$ cat src/rtl/fir_pkg.sv
// rtl/fir_pkg.sv - shared types and constants for the FIR MAC sequencer
package fir_pkg;

  localparam int DATA_W   = 16;  // sample and coefficient width
  localparam int TAPS_DEF = 10;  // default number of MAC taps
  localparam int DIV_DEF  = 40;  // default clocks per sample period (12 MHz / 300 kHz)

  typedef enum logic [1:0] {
    IDLE = 2'd0,
    RUN  = 2'd1,
    ACC  = 2'd2
  } state_t;

endpackage

$ cat src/rtl/fir_sample_div.sv
// rtl/fir_sample_div.sv - sample-rate divider producing a one-cycle strobe
// Ports:
//   clk    in  system clock
//   rst_n  in  asynchronous active-low reset
//   strobe out registered strobe, high exactly while the count is DIV-1
module fir_sample_div
  import fir_pkg::*;
#(
  parameter int DIV = DIV_DEF
) (
  input  logic clk,
  input  logic rst_n,
  output logic strobe
);

  localparam int CNT_W = $clog2(DIV);

  logic [CNT_W-1:0] count;

  // The strobe is registered one count early so that it is high in the
  // same cycle the counter holds DIV-1.
  always_ff @(posedge clk or negedge rst_n) begin
    if (!rst_n) begin
      count  <= '0;
      strobe <= 1'b0;
    end else begin
      if (count == CNT_W'(DIV - 1)) begin
        count <= '0;
      end else begin
        count <= count + CNT_W'(1);
      end
      strobe <= (count == CNT_W'(DIV - 2));
    end
  end

endmodule

$ cat src/rtl/fir_mac_ctrl.sv
// rtl/fir_mac_ctrl.sv - FIR MAC tap sequencer with double-buffered coefficients
// Optional feature macro: FIR_COEFF_READBACK_EN (adds iRdAddr / oRdData)
// Ports:
//   iClk_12M        in   system clock
//   iRsn            in   asynchronous active-low reset
//   iSample         in   signed input sample
//   iSampleValid    in   iSample holds a fresh sample
//   iCoeffWe        in   coefficient write strobe
//   iCoeffAddr      in   coefficient tap index (1..TAPS)
//   iCoeffData      in   signed coefficient write data
//   oEnSample_300k  out  one-cycle sample strobe
//   oFirIn          out  sample held for the current sequence
//   oCoeff          out  coefficient of the active tap
//   oEnMul          out  active tap index, 0 when no tap is active
//   oEnAdd          out  tap add enable
//   oEnAcc          out  final accumulate enable
//   oBusy           out  sequence in progress
//   oUnderrun       out  pulse when no fresh sample was present at the strobe
//   iRdAddr         in   readback address (FIR_COEFF_READBACK_EN only)
//   oRdData         out  write-bank readback data (FIR_COEFF_READBACK_EN only)
module fir_mac_ctrl
  import fir_pkg::*;
#(
  parameter int TAPS = TAPS_DEF,
  parameter int DIV  = DIV_DEF
) (
  input  logic                     iClk_12M,
  input  logic                     iRsn,
  input  logic signed [DATA_W-1:0] iSample,
  input  logic                     iSampleValid,
  input  logic                     iCoeffWe,
  input  logic        [3:0]        iCoeffAddr,
  input  logic signed [DATA_W-1:0] iCoeffData,
  output logic                     oEnSample_300k,
  output logic signed [DATA_W-1:0] oFirIn,
  output logic signed [DATA_W-1:0] oCoeff,
  output logic        [3:0]        oEnMul,
  output logic                     oEnAdd,
  output logic                     oEnAcc,
  output logic                     oBusy,
  output logic                     oUnderrun
`ifdef FIR_COEFF_READBACK_EN
  ,
  input  logic        [3:0]        iRdAddr,
  output logic signed [DATA_W-1:0] oRdData
`endif
);

  localparam logic [3:0] TAPS_A = 4'(TAPS);

  logic signed [DATA_W-1:0] wbank  [1:TAPS];
  logic signed [DATA_W-1:0] shadow [1:TAPS];
  state_t                   state;
  logic                     strobe;
  logic                     wr_ok;
  logic        [3:0]        next_tap;

  fir_sample_div #(
    .DIV(DIV)
  ) u_div (
    .clk   (iClk_12M),
    .rst_n (iRsn),
    .strobe(strobe)
  );

  assign oEnSample_300k = strobe;
  assign wr_ok          = iCoeffWe && (iCoeffAddr != 4'd0) && (iCoeffAddr <= TAPS_A);
  assign next_tap       = oEnMul + 4'd1;

  // Write bank: illegal addresses are simply dropped.
  always_ff @(posedge iClk_12M or negedge iRsn) begin
    if (!iRsn) begin
      wbank <= '{default: '0};
    end else if (wr_ok) begin
      wbank[iCoeffAddr] <= iCoeffData;
    end
  end

  // Sequencer. The shadow copy on the strobe edge reads the write bank's
  // pre-edge contents, so a write in the strobe cycle only reaches the next
  // sequence. oEnMul doubles as the tap counter.
  always_ff @(posedge iClk_12M or negedge iRsn) begin
    if (!iRsn) begin
      state     <= IDLE;
      shadow    <= '{default: '0};
      oFirIn    <= '0;
      oCoeff    <= '0;
      oEnMul    <= '0;
      oEnAdd    <= 1'b0;
      oEnAcc    <= 1'b0;
      oBusy     <= 1'b0;
      oUnderrun <= 1'b0;
    end else begin
      oUnderrun <= 1'b0;
      case (state)
        IDLE: begin
          if (strobe) begin
            shadow <= wbank;
            if (iSampleValid) begin
              oFirIn <= iSample;
            end else begin
              oUnderrun <= 1'b1;
            end
            oCoeff <= wbank[1];
            oEnMul <= 4'd1;
            oEnAdd <= 1'b1;
            oBusy  <= 1'b1;
            state  <= RUN;
          end
        end
        RUN: begin
          if (oEnMul == TAPS_A) begin
            oEnMul <= 4'd0;
            oEnAdd <= 1'b0;
            oEnAcc <= 1'b1;
            state  <= ACC;
          end else begin
            oEnMul <= next_tap;
            oCoeff <= shadow[next_tap];
          end
        end
        ACC: begin
          oEnAcc <= 1'b0;
          oBusy  <= 1'b0;
          state  <= IDLE;
        end
        default: state <= IDLE;
      endcase
    end
  end

`ifdef FIR_COEFF_READBACK_EN
  logic rd_ok;
  assign rd_ok = (iRdAddr != 4'd0) && (iRdAddr <= TAPS_A);

  always_ff @(posedge iClk_12M or negedge iRsn) begin
    if (!iRsn) begin
      oRdData <= '0;
    end else begin
      oRdData <= rd_ok ? wbank[iRdAddr] : '0;
    end
  end
`endif

endmodule

$ cat config.mk
export PLATFORM = sky130hd
export DESIGN_NAME = fir_mac_ctrl
export DESIGN_NICKNAME = d
export VERILOG_FILES = /design/src/rtl/fir_pkg.sv /design/src/rtl/fir_sample_div.sv /design/src/rtl/fir_mac_ctrl.sv
export SDC_FILE = /design/constraint.sdc
export NUM_CORES = 1
export LEC_CHECK = 0
export BUFFER_PORTS_ARGS = -buffer_cell sky130_fd_sc_hd__buf_2
export CAP_MARGIN = 5
export CORE_MARGIN = 2
export CORE_UTILIZATION = 40
export CTS_CLUSTER_DIAMETER = 50
export DETAILED_ROUTE_END_ITERATION = 16
export GPL_ROUTABILITY_DRIVEN = 0
export PLACE_DENSITY = 0.62
export SLEW_MARGIN = 20
export SYNTH_ARGS = -nofsm -noshare
export SYNTH_HDL_FRONTEND = slang
export SYNTH_HIERARCHICAL = 1
export SYNTH_SLANG_ARGS = --single-unit
$ cat constraint.sdc
create_clock -name iClk_12M -period 4.8 [get_ports iClk_12M]
set_input_delay 0.24 -clock iClk_12M [delete_from_list [all_inputs] [get_ports iClk_12M]]
set_output_delay 0.24 -clock iClk_12M [all_outputs]
set_load 0.005 [all_outputs]
==> metrics.csv, run 1 <==
stage;metric;value;unit
logic_synthesis;synth_top_area_share;57.5;%
logic_synthesis;ys_async_sr_fraction;100;%
floorplanning;dieArea;41800;um2
timing;final_hold_viol_count;0;
logic_synthesis;syn-num-nets;1119;
floorplanning;rows;73;
final_layout;stdcell_count;1709;
grt;grt_max_degree;110;
timing;setup_violations;0;
grt;grt_overflow;0;
timing;slew_violations;0;
worst_setup_path;path_cells;clkinv_1 -> buf_4 -> ha_4 -> buf_16 -> mux4_2 -> o211ai_1 -> a31oi_1;
floorplanning;ioPinCount;81;
logic_synthesis;synth_edf_count;0;
cts;post_cts_buffers;0;
logic_synthesis;synthTopCellsByCount;dfrtp_1, mux2_2, mux2_4, nand2_1, mux2i_1;
timing;max_freq;0.347;GHz
worst_setup_path;cp.arrival;3290;ps
grt;use_met3;2.95;%
grt;grt.total_usage;17.5;%
logic_synthesis;synth.most_common_cell;dfrtp_1;
timing;finalCritPeriodShare;60.0;%
drt;first_iter_violations;444;
drt;dr.pass1.iters;6;
logic_synthesis;yosys_warnings;6;
final_layout;final_nets;1198;
run_status;outcome;finished clean;
power_and_ir_drop;pwr-share-clk;37.6;%
grt;gr-usage-met2;28.5;%
cts;numCtsBuffers;39;
cts;cts-htree-levels;2;
final_layout;fillers;3409;
cts;cts.path.max_buffers;3;
worst_setup_path;crit_path_top_delay_cell;dfrtp_4;
timing;worst_slew_pin_slew;1060;ps
worst_setup_path;path_class;reg -> reg;
placement;pre_cts_slack;1670;ps
logic_synthesis;netlist_instances;1075;
logic_synthesis;syn-cell-area;16100;um2
cts;cts_tree;built;
worst_setup_path;crit_fanout;55;
placement;io_buffers;80;
grt;grt_pass1_vias;9295;
grt;grt_pass1_wl;55900;um
power_and_ir_drop;intPower;6.32;mW
power_and_ir_drop;power_frac_seq;50.1;%
drt;drt_wl_total;35500;um
cts;path_clk_slew;60;ps
drt;routed_via_density;5.23;
worst_setup_path;path_delay_family;flip-flops;
run;cap_violations;0;
power_and_ir_drop;p_sw_share;23.1;%
drt;final_antenna_net_count;0;
placement;placed_cells;1619;
timing;layout_setup_ws;1920;ps
power_and_ir_drop;leakagePower;8.42;nW
floorplanning;core;39700;um2
logic_synthesis;synth-seq-cells;369;
timing;period_needed;2880;ps
grt;use_met1;24.1;%
timing;rsz0062_at_grt;no;
floorplanning;start_util;40.5;%
worst_setup_path;cp-start-kind;flip-flop;
power_and_ir_drop;peakVddDrop;0.000298;V
logic_synthesis;avgSynthCellArea;15.0;um2
drt;post_drt_wl_per_cell;20.8;um
cts;clkSinkCount;369;
logic_synthesis;synthFlopType;dfrtp_1;
logic_synthesis;synth_largest_area_cell;dfrtp_1;
placement;place_area;16900;um2
final_layout;finalInstanceArea;18400;um2
floorplanning;chipWidth;204;um
timing;finClkSkew;14.4;ps
timing;timing.setup.tns;0;ps
final_layout;layout-drive-gt1-share;45.2;%
cts;post_cts_resized;0;
hold_path;hp-class;in -> reg;
drt;drcViolationCount;0;
worst_setup_path;slowest_delay;780;ps
worst_setup_path;crit_required;5210;ps
worst_setup_path;path_buf_inv;3;
final_layout;area_growth;14.7;%
power_and_ir_drop;powerDensity;446;nW/um2
grt;grt.busiest_layer;met2;
worst_setup_path;cp-end-kind;flip-flop;
placement;place_hpwl;19800;um
floorplanning;die_h;204;um
logic_synthesis;ys_top_cells_by_area;dfrtp_1, mux2_2, mux2_4;
grt;antenna_found_initial;3;
cts;clkLatencyLatePin;530;ps
power_and_ir_drop;netSwitchingPower;1.90;mW
cts;cts-root-buf;clkbuf_16;
drt;routed-via-count;8937;
timing;slew_headroom;29.6;%
logic_synthesis;yosys.cell_types.count;46;
logic_synthesis;yosysSeqAreaShare;57.5;%
power_and_ir_drop;combPwrFrac;12.3;%
==> metrics by stage <==
stage	util, %	power [mW]	hold slack, ps
after floorplan	-	4.84	-55.6
after global placement	42.5	5.12	339
after detailed placement	42.5	5.19	354
after CTS	46.3	8.31	77.0
after global routing	46.4	8.61	107
final	46.4	8.22	94.9
==> metal layers <==
| metal | part of all wire, % | vias to the layer above |
|---|---|---|
| li1 | - | 4020 |
| met1 | 46 | 4722 |
| met2 | 48 | 137 |
| met3 | 4.1 | 56 |
| met4 | 1.9 | 2 |
| met5 | 0.037 | - |
==> what timing repair did <==
action	4_1_cts	5_1_grt
hold buffers	18	0
endpoints found under the setup margin	0	0
endpoints found under the hold margin	120	0
==> final timing paths <==
kind | from | cells past startpoint | end | slack, ps
min in group asynchronous | iRsn | 2 | wbank[97] | 330
worst min register to register | wbank[130] | 1 | shadow[130] | 490
worst max-delay path | oEnMul[0] | 7 | oCoeff[1] | 1920
max in group asynchronous | iRsn | 3 | oFirIn[9] | 3220
worst max register to register | oEnMul[0] | 7 | oCoeff[1] | 1920
worst min-delay path | iCoeffData[15] | 2 | wbank[111] | 90
==> registers in the layout, indices dropped and copies added (netlist names) <==
name / count
oBusy: 1
oCoeff: 16
oEnAcc: 1
oEnAdd: 1
oEnMul: 4
oFirIn: 16
oUnderrun: 1
shadow: 160
state: 2
u_div/count: 6
u_div/strobe: 1
wbank: 160
==> worst reg2reg max path, stage by stage, from the launching register on <==
cell and delay [ps]:
dfrtp_4 780, clkinv_1 140, buf_4 270, ha_4 590, buf_16 340, mux4_2 380, o211ai_1 180, a31oi_1 100
==> cell type report <==
| class | count | area, um2 | area share, % |
|---|---|---|---|
| diodes | 2 | 5.00 | 0.0271 |
| clock buffers | 53 | 1130 | 6.12 |
| clock inverters | 16 | 193 | 1.04 |
| inverters | 9 | 33.8 | 0.183 |
| multi-input cells | 617 | 6370 | 34.6 |
| flip-flops and latches | 369 | 9240 | 50.1 |
| well taps | 525 | 657 | 3.56 |
| repair buffers | 118 | 811 | 4.40 |
==> power groups by stage <==
| stage | clock, mW | sequential [mW] | combinational [mW] |
|---|---|---|---|
| after floorplan | 0 | 4.05 | 0.792 |
| after global placement | 0 | 4.14 | 0.979 |
| after detailed placement | 0 | 4.17 | 1.02 |
| after CTS | 3.16 | 4.12 | 1.03 |
| after global routing | 3.30 | 4.20 | 1.11 |
| final | 3.09 | 4.12 | 1.01 |
==> cells in the final DEF, fill, tap and decap left out, types with 3 or more instances in the layout <==
cell type,n
inv_1,8
mux4_2,16
mux2_4,88
nand2_1,57
a31oi_1,17
a21o_1,3
nand2b_1,22
ha_1,3
nor2_1,6
clkbuf_8,10
mux2_2,247
buf_12,4
dfrtp_1,368
o21ai_0,7
a21oi_1,3
nand4_1,17
nand3b_1,19
clkbuf_1,4
buf_2,79
o211ai_1,32
clkinv_2,8
buf_4,15
clkbuf_16,39
bufinv_16,4
mux2i_1,50
nor2_4,4
dlygate4sd3_1,18
==> kinds of logic after synthesis <==
| group | synth area share (%) |
|---|---|
| DFF | 57.5 |
| adders and majority gates | 0.311 |
| and+or+nand+nor | 4.90 |
| muxes | 31.0 |
| xor gates and xnor gates | 0.265 |
| AOI/OAI and AO/OA | 2.85 |
| buffers and inverters | 3.26 |
Power figures use the tool's default switching activity.
==> inputs of run 2 (changes only) <==
--- a/config.mk
+++ b/config.mk
@@ -12,7 +12,7 @@
 export CTS_CLUSTER_DIAMETER = 50
 export DETAILED_ROUTE_END_ITERATION = 16
 export GPL_ROUTABILITY_DRIVEN = 0
-export PLACE_DENSITY = 0.62
+export PLACE_DENSITY = 0.64
 export SLEW_MARGIN = 20
 export SYNTH_ARGS = -nofsm -noshare
 export SYNTH_HDL_FRONTEND = slang
==> constraint.sdc (replaced) <==
create_clock -name iClk_12M -period 2.3 [get_ports iClk_12M]
set_input_delay 0.115 -clock iClk_12M [delete_from_list [all_inputs] [get_ports iClk_12M]]
set_output_delay 0.115 -clock iClk_12M [all_outputs]
set_load 0.005 [all_outputs]
==> run 2 against run 1 <==
Sequential share of layout area decreased by 0.88 points. Design area increased by 1.8%. Critical path depth decreased by 1. Via count increased by 1.9%. Setup slack got worse by 1600 ps. Clock-buffer cell count increased by 4. Flip-flop and latch count unchanged. Die area unchanged. Critical path type unchanged. Clock skew decreased by 6.7 ps.
==> metrics.csv, run 2 (same netlist as run 1, synthesis figures left out) <==
stage;metric;value;unit;change
hold_path;whs_path_depth;2;;unchanged
worst_setup_path;crit_required;2690;ps;-2520 ps
worst_setup_path;path_buf_inv;2;;-1
cts;cts_tree;built;;
grt;grt.total_usage;17.8;%;+0.30 points
worst_setup_path;path_class;reg -> reg;;
timing;finalCritPeriodShare;85.8;%;+26 points
worst_setup_path;slowest_delay;480;ps;-300 ps
timing;max_freq;0.507;GHz;+46%
worst_setup_path;reg2reg_depth;6;;-1
final_layout;layout-drive-gt1-share;44.9;%;-0.32 points
final_layout;mostFrequentLayoutCell;dfrtp_1;;
cts;cts.path.max_buffers;3;;unchanged
timing;worst_slew_pin_slew;655;ps;-401 ps
grt;grt_pass1_wl;57200;um;+2.4%
power_and_ir_drop;peakVddDrop;0.000486;V;+63%
worst_setup_path;cp-start-kind;flip-flop;;
timing;final_hold_viol_count;0;;unchanged
cts;cts-root-buf;clkbuf_16;;
final_layout;final_nets;1231;;+2.8%
cts;post_cts_resized;0;;unchanged
floorplanning;rows;73;;unchanged
timing;period_needed;1970;ps;-906 ps
grt;grt_pass1_vias;9747;;+4.9%
timing;rsz0062_at_grt;no;;
cts;ctsHoldBuffers;30;;+12
floorplanning;ioPinCount;81;;unchanged
drt;drcViolationCount;0;;unchanged
worst_setup_path;rr_endpoint;oCoeff[15];;
drt;dr.pass1.iters;5;;-1
placement;io_buffers;80;;unchanged
floorplanning;die_h;204;um;unchanged
final_layout;largestRegisters;shadow (160), wbank (160);;
drt;final_antenna_net_count;0;;unchanged
drt;routed_via_density;5.23;;about the same
cts;clkLatencyLatePin;520;ps;about the same
cts;path_clk_slew;60;ps;about the same
cts;cts-htree-levels;2;;unchanged
final_layout;area_growth;16.8;%;
placement;place_hpwl;21400;um;+7.9%
floorplanning;start_util;40.5;%;unchanged
run;cap_violations;0;;unchanged
grt;antenna_found_initial;2;;-1
floorplanning;core;39700;um2;unchanged
worst_setup_path;cp-end-kind;flip-flop;;
timing;slew_violations;0;;unchanged
cts;clkSinkCount;369;;unchanged
grt;grt_max_degree;91;;-17%
final_layout;finalInstanceArea;18800;um2;+1.8%
cts;numCtsBuffers;39;;unchanged
worst_setup_path;worstReg2RegStart;oEnMul[0];;
timing;slew_headroom;56.4;%;+27 points
power_and_ir_drop;leakagePower;8.60;nW;+2.1%
final_layout;layout.cells.most_common_list;dfrtp_1, mux2_2, mux2_4;;
drt;first_iter_violations;546;;+23%
hold_path;hold_path_end;wbank[45];;
worst_setup_path;cp.arrival;2360;ps;-930 ps
drt;drt_wl_total;35900;um;+1.1%
worst_setup_path;path_delay_family;flip-flops;;
floorplanning;chipWidth;204;um;unchanged
timing;finClkSkew;7.65;ps;-6.73 ps
drt;post_drt_wl_per_cell;20.6;um;-0.85%
worst_setup_path;crit_fanout;62;;+13%
hold_path;hold_start;iCoeffData[13];;
grt;grt_overflow;0;;unchanged
floorplanning;dieArea;41800;um2;unchanged
drt;routed-via-count;9110;;+1.9%
run_status;outcome;finished clean;;
power_and_ir_drop;powerDensity;915;nW/um2;+110%
timing;setup_violations;0;;unchanged
cts;post_cts_buffers;0;;unchanged
placement;place_area;17200;um2;+1.5%
worst_setup_path;rrSetupSlack;330;ps;-1590 ps
hold_path;hp-class;in -> reg;;
worst_setup_path;path_cells;clkinv_2 -> ha_4 -> buf_12 -> mux4_2 -> o211ai_1 -> a31oi_1;;
timing;timing.setup.tns;0;ps;unchanged
worst_setup_path;crit_path_top_delay_cell;dfrtp_4;;
-- run 2: layout make-up --
class / instances / area, um2
Antenna cell: 2 / 5.00
Clock buffer: 57 / 1110
Sequential cell: 369 / 9240
Tap cell: 525 / 657
Clock inverter: 12 / 191
Inverter: 9 / 35.0
Fill cell: 3474 / 21000
Timing Repair Buffer: 151 / 1190
Multi-Input combinational cell: 617 / 6340
-- run 2: how the worst max path moves through the flow --
stage                     startpoint         end  slack (ps)  depth (start not counted)
after CTS                  oEnMul[0]   oCoeff[1]         320                          6
after detailed placement   oEnMul[0]   oCoeff[1]         330                          6
after global placement     oEnMul[0]  oCoeff[15]         350                          6
final                      oEnMul[0]  oCoeff[15]         330                          6
after global routing       oEnMul[0]   oCoeff[1]         200                          6
after floorplan            oEnMul[0]   oCoeff[1]           7                         10
-- run 2: power breakdown --
part	switching [mW]	internal, mW
Combinational	0.684	1.46
Clock	2.52	3.90
Sequential	0.752	7.85
Total	3.95	13.2
-- run 2: stage by stage --
step / worst slack, ps / util (%) / power, mW / hold slack [ps] / std cells
final: 327 / 47.2 / 17.2 / 17.7 / 1742
after global routing: 195 / 47.2 / 18.0 / 11.7 / 1742
after CTS: 321 / 47.2 / 17.4 / 0.895 / 1740
after detailed placement: 330 / 43.2 / 10.8 / 107 / 1641
after global placement: 346 / 43.2 / 10.7 / 101 / 1641
after floorplan: 6.75 / - / 10.1 / -181 / 1075
-- run 2: worst register-to-register path, cell delays in order, from the launching register on --
cell	delay (ps)
dfrtp_4	480
clkinv_2	90
ha_4	280
buf_12	310
mux4_2	390
o211ai_1	180
a31oi_1	110
-- run 2: layer usage --
layer  part of all wire (%)  vias up  GRT usage, %
li1                       -     4073             -
met1                     47     4806          25.0
met2                     47      176          28.9
met3                    4.1       55          2.87
met4                    1.9        0          4.58
met5                      0        -             0
